==> src/rtl/serial_subtractor_if.sv <==
// Start/done handshake and operand/result bus for the bit-serial subtractor.
interface serial_subtractor_if #(
    parameter int unsigned WIDTH = 8
);
    logic             start;
    logic [WIDTH-1:0] a;
    logic [WIDTH-1:0] b;
    logic             busy;
    logic             done;
    logic [WIDTH-1:0] diff;
    logic             borrow_out;
    logic             overflow;
    logic             zero;

    modport master (
        output start, a, b,
        input  busy, done, diff, borrow_out, overflow, zero
    );

    modport slave (
        input  start, a, b,
        output busy, done, diff, borrow_out, overflow, zero
    );
endinterface

==> src/rtl/serial_subtractor.sv <==
// Bit-serial a - b, LSB first, one full-subtractor cell and a registered borrow.
// Results are published only on the done edge and held until the next one.
module serial_subtractor #(
    parameter int unsigned WIDTH = 8
) (
    input  logic               clk,
    input  logic               rst_n,
    serial_subtractor_if.slave bus
);
    localparam int unsigned CNT_W = $clog2(WIDTH + 1);

    typedef enum logic [1:0] {
        S_IDLE  = 2'b00,
        S_SHIFT = 2'b01,
        S_DONE  = 2'b10
    } state_t;

    state_t           r_state,    w_state_nxt;
    logic [WIDTH-1:0] r_a_sr,     w_a_sr_nxt;
    logic [WIDTH-1:0] r_b_sr,     w_b_sr_nxt;
    logic [WIDTH-1:0] r_res,      w_res_nxt;
    logic             r_borrow,   w_borrow_nxt;
    logic [CNT_W-1:0] r_cnt,      w_cnt_nxt;
    logic             r_busy,     w_busy_nxt;
    logic             r_done,     w_done_nxt;
    logic [WIDTH-1:0] r_diff,     w_diff_nxt;
    logic             r_bor_out,  w_bor_out_nxt;
    logic             r_ovf,      w_ovf_nxt;
    logic             r_zero,     w_zero_nxt;

    logic             w_x, w_y, w_d, w_br;
    logic [WIDTH-1:0] w_res_shift;
    logic             w_last;

    // Full-subtractor cell on the current LSBs
    assign w_x         = r_a_sr[0];
    assign w_y         = r_b_sr[0];
    assign w_d         = w_x ^ w_y ^ r_borrow;
    assign w_br        = (~w_x & w_y) | (~(w_x ^ w_y) & r_borrow);
    assign w_res_shift = {w_d, r_res[WIDTH-1:1]};
    assign w_last      = (r_cnt == CNT_W'(WIDTH - 1));

    // Next-state and output-register values
    always_comb begin
        w_state_nxt   = r_state;
        w_a_sr_nxt    = r_a_sr;
        w_b_sr_nxt    = r_b_sr;
        w_res_nxt     = r_res;
        w_borrow_nxt  = r_borrow;
        w_cnt_nxt     = r_cnt;
        w_busy_nxt    = r_busy;
        w_done_nxt    = 1'b0;
        w_diff_nxt    = r_diff;
        w_bor_out_nxt = r_bor_out;
        w_ovf_nxt     = r_ovf;
        w_zero_nxt    = r_zero;

        case (r_state)
            S_IDLE, S_DONE: begin
                if (bus.start) begin
                    w_state_nxt  = S_SHIFT;
                    w_a_sr_nxt   = bus.a;
                    w_b_sr_nxt   = bus.b;
                    w_borrow_nxt = 1'b0;
                    w_cnt_nxt    = '0;
                    w_busy_nxt   = 1'b1;
                end else begin
                    w_state_nxt = S_IDLE;
                    w_busy_nxt  = 1'b0;
                end
            end
            S_SHIFT: begin
                w_a_sr_nxt   = r_a_sr >> 1;
                w_b_sr_nxt   = r_b_sr >> 1;
                w_res_nxt    = w_res_shift;
                w_borrow_nxt = w_br;
                w_cnt_nxt    = r_cnt + CNT_W'(1);
                if (w_last) begin
                    // On the last bit x and y are the operand sign bits
                    w_state_nxt   = S_DONE;
                    w_busy_nxt    = 1'b0;
                    w_done_nxt    = 1'b1;
                    w_diff_nxt    = w_res_shift;
                    w_bor_out_nxt = w_br;
                    w_zero_nxt    = (w_res_shift == '0);
                    w_ovf_nxt     = (w_x ^ w_y) & (w_x ^ w_d);
                end
            end
            default: begin
                w_state_nxt = S_IDLE;
                w_busy_nxt  = 1'b0;
            end
        endcase
    end

    always_ff @(posedge clk or negedge rst_n) begin
        if (!rst_n) begin
            r_state   <= S_IDLE;
            r_a_sr    <= '0;
            r_b_sr    <= '0;
            r_res     <= '0;
            r_borrow  <= 1'b0;
            r_cnt     <= '0;
            r_busy    <= 1'b0;
            r_done    <= 1'b0;
            r_diff    <= '0;
            r_bor_out <= 1'b0;
            r_ovf     <= 1'b0;
            r_zero    <= 1'b0;
        end else begin
            r_state   <= w_state_nxt;
            r_a_sr    <= w_a_sr_nxt;
            r_b_sr    <= w_b_sr_nxt;
            r_res     <= w_res_nxt;
            r_borrow  <= w_borrow_nxt;
            r_cnt     <= w_cnt_nxt;
            r_busy    <= w_busy_nxt;
            r_done    <= w_done_nxt;
            r_diff    <= w_diff_nxt;
            r_bor_out <= w_bor_out_nxt;
            r_ovf     <= w_ovf_nxt;
            r_zero    <= w_zero_nxt;
        end
    end

    assign bus.busy       = r_busy;
    assign bus.done       = r_done;
    assign bus.diff       = r_diff;
    assign bus.borrow_out = r_bor_out;
    assign bus.overflow   = r_ovf;
    assign bus.zero       = r_zero;
endmodule
==> src/flat_wrapper.sv <==
// flat-port wrapper written by rule: the top's interface ports become plain ports
module serial_subtractor_flat 
#(
    parameter int unsigned WIDTH = 8
)
  (clk, rst_n, bus_start, bus_a, bus_b, bus_busy, bus_done, bus_diff, bus_borrow_out, bus_overflow, bus_zero);
  serial_subtractor_if #(.WIDTH(WIDTH)) bus_i ();
  input  logic clk;
  input  logic rst_n;
  input wire logic [$bits(bus_i.start)-1:0] bus_start;
  input wire logic [$bits(bus_i.a)-1:0] bus_a;
  input wire logic [$bits(bus_i.b)-1:0] bus_b;
  output wire logic [$bits(bus_i.busy)-1:0] bus_busy;
  output wire logic [$bits(bus_i.done)-1:0] bus_done;
  output wire logic [$bits(bus_i.diff)-1:0] bus_diff;
  output wire logic [$bits(bus_i.borrow_out)-1:0] bus_borrow_out;
  output wire logic [$bits(bus_i.overflow)-1:0] bus_overflow;
  output wire logic [$bits(bus_i.zero)-1:0] bus_zero;
  assign bus_i.start = bus_start;
  assign bus_i.a = bus_a;
  assign bus_i.b = bus_b;
  assign bus_busy = bus_i.busy;
  assign bus_done = bus_i.done;
  assign bus_diff = bus_i.diff;
  assign bus_borrow_out = bus_i.borrow_out;
  assign bus_overflow = bus_i.overflow;
  assign bus_zero = bus_i.zero;
  serial_subtractor #(.WIDTH(WIDTH)) u_core (.clk(clk), .rst_n(rst_n), .bus(bus_i));
endmodule
==> config.mk <==
export PLATFORM = sky130hd
export DESIGN_NAME = serial_subtractor_flat
export DESIGN_NICKNAME = d
export VERILOG_FILES = /design/src/rtl/serial_subtractor_if.sv /design/src/rtl/serial_subtractor.sv /design/src/flat_wrapper.sv
export SDC_FILE = /design/constraint.sdc
export NUM_CORES = 1
export LEC_CHECK = 0
export ABC_AREA = 1
export CAP_MARGIN = 0
export CORE_MARGIN = 5
export CORE_UTILIZATION = 55
export DETAILED_ROUTE_END_ITERATION = 6
export GPL_TIMING_DRIVEN = 1
export HOLD_SLACK_MARGIN = 0.15
export PLACE_DENSITY = 0.89
export SLEW_MARGIN = 40
export SYNTH_ARGS = -nofsm -noshare
export SYNTH_HDL_FRONTEND = slang
export SYNTH_SLANG_ARGS = --single-unit
==> constraint.sdc <==
create_clock -name clk -period 4.85 [get_ports clk]
set_clock_uncertainty 0.2 [all_clocks]
set_input_delay 0.97 -clock clk [delete_from_list [all_inputs] [get_ports clk]]
set_output_delay 0.97 -clock clk [all_outputs]
set_load 0.05 [all_outputs]
; ---- Yosys cells after proc, flatten, opt, wreduce, memory -nomap -nowiden
; Cells that the tools add are included.
[classes]
muxes = 16
bitwise_logic = 9
n_reduce_logical = 6
addsub = 1
eq_ne = 5
[op_table]
columns = op, count
row1 = $pmux W8 S2, 2
row2 = $mux W8, 2
row3 = $logic_not A8 Y1, 1
row4 = $pmux W4 S2, 1
row5 = $mux W1, 6
row6 = $add A4 B1 Y4 const B, 1
row7 = $eq A4 B3 Y1 const B, 1
row8 = $mux W4, 1
row9 = $pmux W1 S2, 2
row10 = $pmux W2 S2, 1
row11 = $reduce_and A2 Y1, 2
row12 = $and A1 B1 Y1, 3
row13 = $xor A1 B1 Y1, 3
row14 = $eq A2 B1 Y1 const B, 1
row15 = $eq A2 B2 Y1 const B, 1
row16 = $logic_not A2 Y1, 1
row17 = $mux W2, 1
row18 = $ne A2 B1 Y1 const B, 1
row19 = $ne A2 B2 Y1 const B, 1
row20 = $not A1 Y1, 2
row21 = $reduce_bool A2 Y1, 1
row22 = $reduce_or A2 Y1, 1
row23 = $or A1 B1 Y1, 1
[word_totals]
ff_bits = 44
inputBits = 19
out_inout_bits = 13

; ---- Depth between registers and ports, before layout
[logic_depth]
word_depth = 5
depth_mapped = 8
depth_no_buf = 8

; ---- Worst setup path after synthesis
; No wires, ideal clock.
[synth_timing]
path_kind = flip-flop to output port
from = reg u_core.r_bor_out, in the netlist u_core.bus.borrow_out
to = out bus_borrow_out
arrival_ns = 0.600
path_stages_with_launch = 1
path_slack_ns = 3.080
required_time_ns = 3.680
n_path_buf = 0
cell_sequence = dfrtp_1
[synth_rtl]
columns = element, line
row1 = "start, declared", serial_subtractor.sv:27  ; logic r_bor_out, w_bor_out_nxt;
row2 = "start signal, assigned", serial_subtractor.sv:120  ; r_bor_out <= w_bor_out_nxt;
row3 = "end, declared", flat_wrapper.sv:16  ; output wire logic [$bits(bus_i.borrow_out)-1:0] bus_borrow_out;
; No word-level cell between the ends.

; ---- Worst setup path after layout
[layout_timing]
from = reg u_core.r_diff[5], in the netlist u_core.bus.diff[5]
to = out bus_diff[5]
[layout_rtl]
columns = element, line
row1 = "start, declared", serial_subtractor.sv:26  ; logic [WIDTH-1:0] r_diff, w_diff_nxt;
row2 = "start signal, assigned", serial_subtractor.sv:119  ; r_diff <= w_diff_nxt;
row3 = "end, declared", flat_wrapper.sv:15  ; output wire logic [$bits(bus_i.diff)-1:0] bus_diff;
; No word-level cell between the ends.

==> flow_metrics.env <==
export IMPL_num_rows=21
export IMPL_crit_buf_inv=1
export IMPL_vias_per_cell=4.90
export IMPL_cts_made_buffers=5
export IMPL_ctsResizeCount=0
export IMPL_syn_inst=207
export IMPL_grt_max_degree=44
export IMPL_ctsLongestPathBuffers=2
export IMPL_antenna_found_initial=0
export IMPL_worstSkewPairLatency_ns=0.34
export IMPL_power_density_nw_per_um2=700
export IMPL_nFillCells=293
export IMPL_synth_top_area_frac=0.574
export IMPL_first_pass_iters=5
export IMPL_final_setup_tns_ns=0
export IMPL_core_um2=3310
export IMPL_regArea_um2=1080
export IMPL_portBuffers=31
export IMPL_cts_setup_buffers=0
export IMPL_slew_headroom=0.661
export IMPL_die_h_um=68.4
export IMPL_ff2ff_setup_slack_ns=3.05
export IMPL_drt_iter0_drc=69
export IMPL_final_hold_viol_count=0
export IMPL_ys_warn_count=0
export IMPL_drive_gt1_frac=0.101
export IMPL_crit_family="buffers and inverters"
export IMPL_ys_ff_latch=43
export IMPL_grt_pass1_vias=1276
export IMPL_cts_tree="done"
export IMPL_end_kind="primary output"
export IMPL_hold_path_class="flop to flop"
export IMPL_seq_area_frac_synth=0.574
export IMPL_slew_viol_final=0
export IMPL_cpMaxStageDelayCell="clkdlybuf4s50_1"
export IMPL_dp_hpwl_mm=2.11
export IMPL_synthTopCellsByCount="nand2_1 (85), dfrtp_1 (43), nand3_1 (16)"
export IMPL_worstMarginPinSlew_ns=0.509
export IMPL_ant_nets=0
export IMPL_place_inst=276
export IMPL_fin_hold_ws_ns=0.285
export IMPL_synth_area_per_cell_um2=9.05
export IMPL_synth_flop_cell="dfrtp_1"
export IMPL_crit_chain="clkdlybuf4s50_1"
export IMPL_finalSetupViolCount=0
export IMPL_synth_area_top_cells="dfrtp_1 (57%), nand2_1 (17%), nand3_1 (4.3%)"
export IMPL_ir_worst_vdd_uv=294
export IMPL_clock_sinks=43
export IMPL_grt_use_total=0.152
export IMPL_gp_congestion=0.751
export IMPL_clk_pin_slew_ns=0.12
export IMPL_wl_per_cell_um=11.0
export IMPL_multi_input_area_um2=663
export IMPL_synth_area_um2=1870
export IMPL_fin_crit_ns=2.69
export IMPL_synth_edf_count=0
export IMPL_hold_buffers=0
export IMPL_ys_async_sr_fraction=1.00
export IMPL_yosysMostFrequentCell="nand2_1"
export IMPL_die_w_um=68.4
export IMPL_drc_errors=0
export IMPL_routed_wl_mm=3.12
export IMPL_dieArea_um2=4680
export IMPL_max_stage_delay_ns=0.80
export IMPL_status="complete, no violations"
export IMPL_rsz0062_at_grt="no"
export IMPL_grt_overflow_total=0
export IMPL_synth_top_cell_by_area="dfrtp_1"
export IMPL_area_growth_pct=20.3
export IMPL_cp_arrival_ns=1.52
export IMPL_nNetsFinal=259
export IMPL_final_cells=284
export IMPL_cts_root_buf="clkbuf_4"
export IMPL_grt_pass1_wl_mm=5.33
export IMPL_htreeDepth=2
export IMPL_synth_nets=229
export IMPL_cp_max_fo=2
export IMPL_maxCapViolCount=0
export IMPL_start_kind="flop"
export IMPL_ios=32
export IMPL_period_share=0.555
export IMPL_crit_required_ns=3.68
export IMPL_max_freq_mhz=372
export IMPL_start_util=0.566
export IMPL_leakagePower_nw=1.11
export IMPL_ys_types=21
export IMPL_criticalPathCategory="flop to primary output"
export IMPL_antennaDiodeCount=0
export IMPL_num_vias=1391
## path summary, 6_finish.rpt
| path | from | to | depth (start not counted) |
|---|---|---|---|
| min in group asynchronous | rst_n | u_core.bus.diff[1]$_DFFE_PN0P_ | 1 |
| worst min-delay path | u_core.r_b_sr[7]$_DFFE_PN0P_ | u_core.r_b_sr[7]$_DFFE_PN0P_ | 2 |
| max in group asynchronous | rst_n | u_core.r_b_sr[4]$_DFFE_PN0P_ | 1 |
| worst max register to register | u_core.r_state[1]$_DFFE_PN0P_ | u_core.bus.zero$_DFFE_PN0P_ | 7 |
| worst max-delay path | u_core.bus.diff[5]$_DFFE_PN0P_ | bus_diff[5] | 1 |
| worst min register to register | u_core.r_b_sr[7]$_DFFE_PN0P_ | u_core.r_b_sr[7]$_DFFE_PN0P_ | 2 |
## kinds of logic (layout without fill, tap and decap cells)
| logic type | Yosys count | after routing | synth area share |
|---|---|---|---|
| AND/OR/NAND/NOR | 115 | 115 | 0.256 |
| flip-flops | 43 | 43 | 0.574 |
| buffers and inverters | 25 | 56 | 0.0721 |
| AO/OA/AOI/OAI | 21 | 21 | 0.0734 |
| adder cells (fa/ha/maj) | 3 | 3 | 0.0240 |
## worst register-to-register path, stage by stage, from the launching register on
cell	delay [ns]
dfrtp_1	0.38
inv_1	0.08
nand2_4	0.12
inv_2	0.29
nand2_2	0.35
inv_1	0.20
nand2_1	0.07
nand2_1	0.05
## power by group
group	leakage, nW	total [mW]	switching [mW]	internal (mW)
sequential	0.541	0.620	0.103	0.517
combinational	0.523	0.724	0.476	0.248
clock	0.0482	0.234	0.112	0.122
## stage by stage
step           utilization  power [mW]  instance area (um2)  setup WS (ns)
2_1_floorplan            -        1.19                 1870           3.08
3_3_place_gp         0.654        1.33                 2170           2.51
3_5_place_dp         0.655        1.36                 2170           2.48
4_1_cts              0.681        1.59                 2250           2.14
5_1_grt              0.681        1.71                 2250           2.10
6_report             0.681        1.58                 2250           2.16
## state kept, by name (all words and copies together), names as in the netlist
register               cells
u_core.bus.diff            8
u_core.r_a_sr              8
u_core.r_b_sr              8
u_core.r_res               7
u_core.r_cnt               4
u_core.r_state             2
u_core.bus.borrow_out      1
u_core.bus.busy            1
u_core.bus.done            1
u_core.bus.overflow        1
u_core.bus.zero            1
u_core.r_borrow            1
## metal layers
layer	wire length (um)	track usage	up-vias
li1	-	-	702
met1	1410	0.181	647
met2	1480	0.262	36
met3	178	0.0394	6
met4	51	0.0546	0
met5	0	0	-
## cells in the final DEF, fill, tap and decap left out, types with 2 or more instances in the layout
cell / synthesis / routed
nand2_2: 3 / 3
inv_2: 2 / 2
dfrtp_1: 43 / 43
inv_1: 15 / 15
nand3_1: 16 / 16
o21ai_2: 8 / 8
clkbuf_4: 0 / 5
nor2_1: 7 / 7
ha_1: 2 / 2
nand2_1: 85 / 85
o21ai_0: 10 / 10
clkdlybuf4s50_1: 0 / 30
## area by class of cell
type | count | share of cell area
multi-input combinational | 139 | 0.294
clock buffer | 6 | 0.0228
tap | 46 | 0.0255
timing repair buffer | 31 | 0.137
sequential | 43 | 0.477
clock inverter | 2 | 0.0155
inverter | 17 | 0.0283
(Power assumes the default switching activity.)
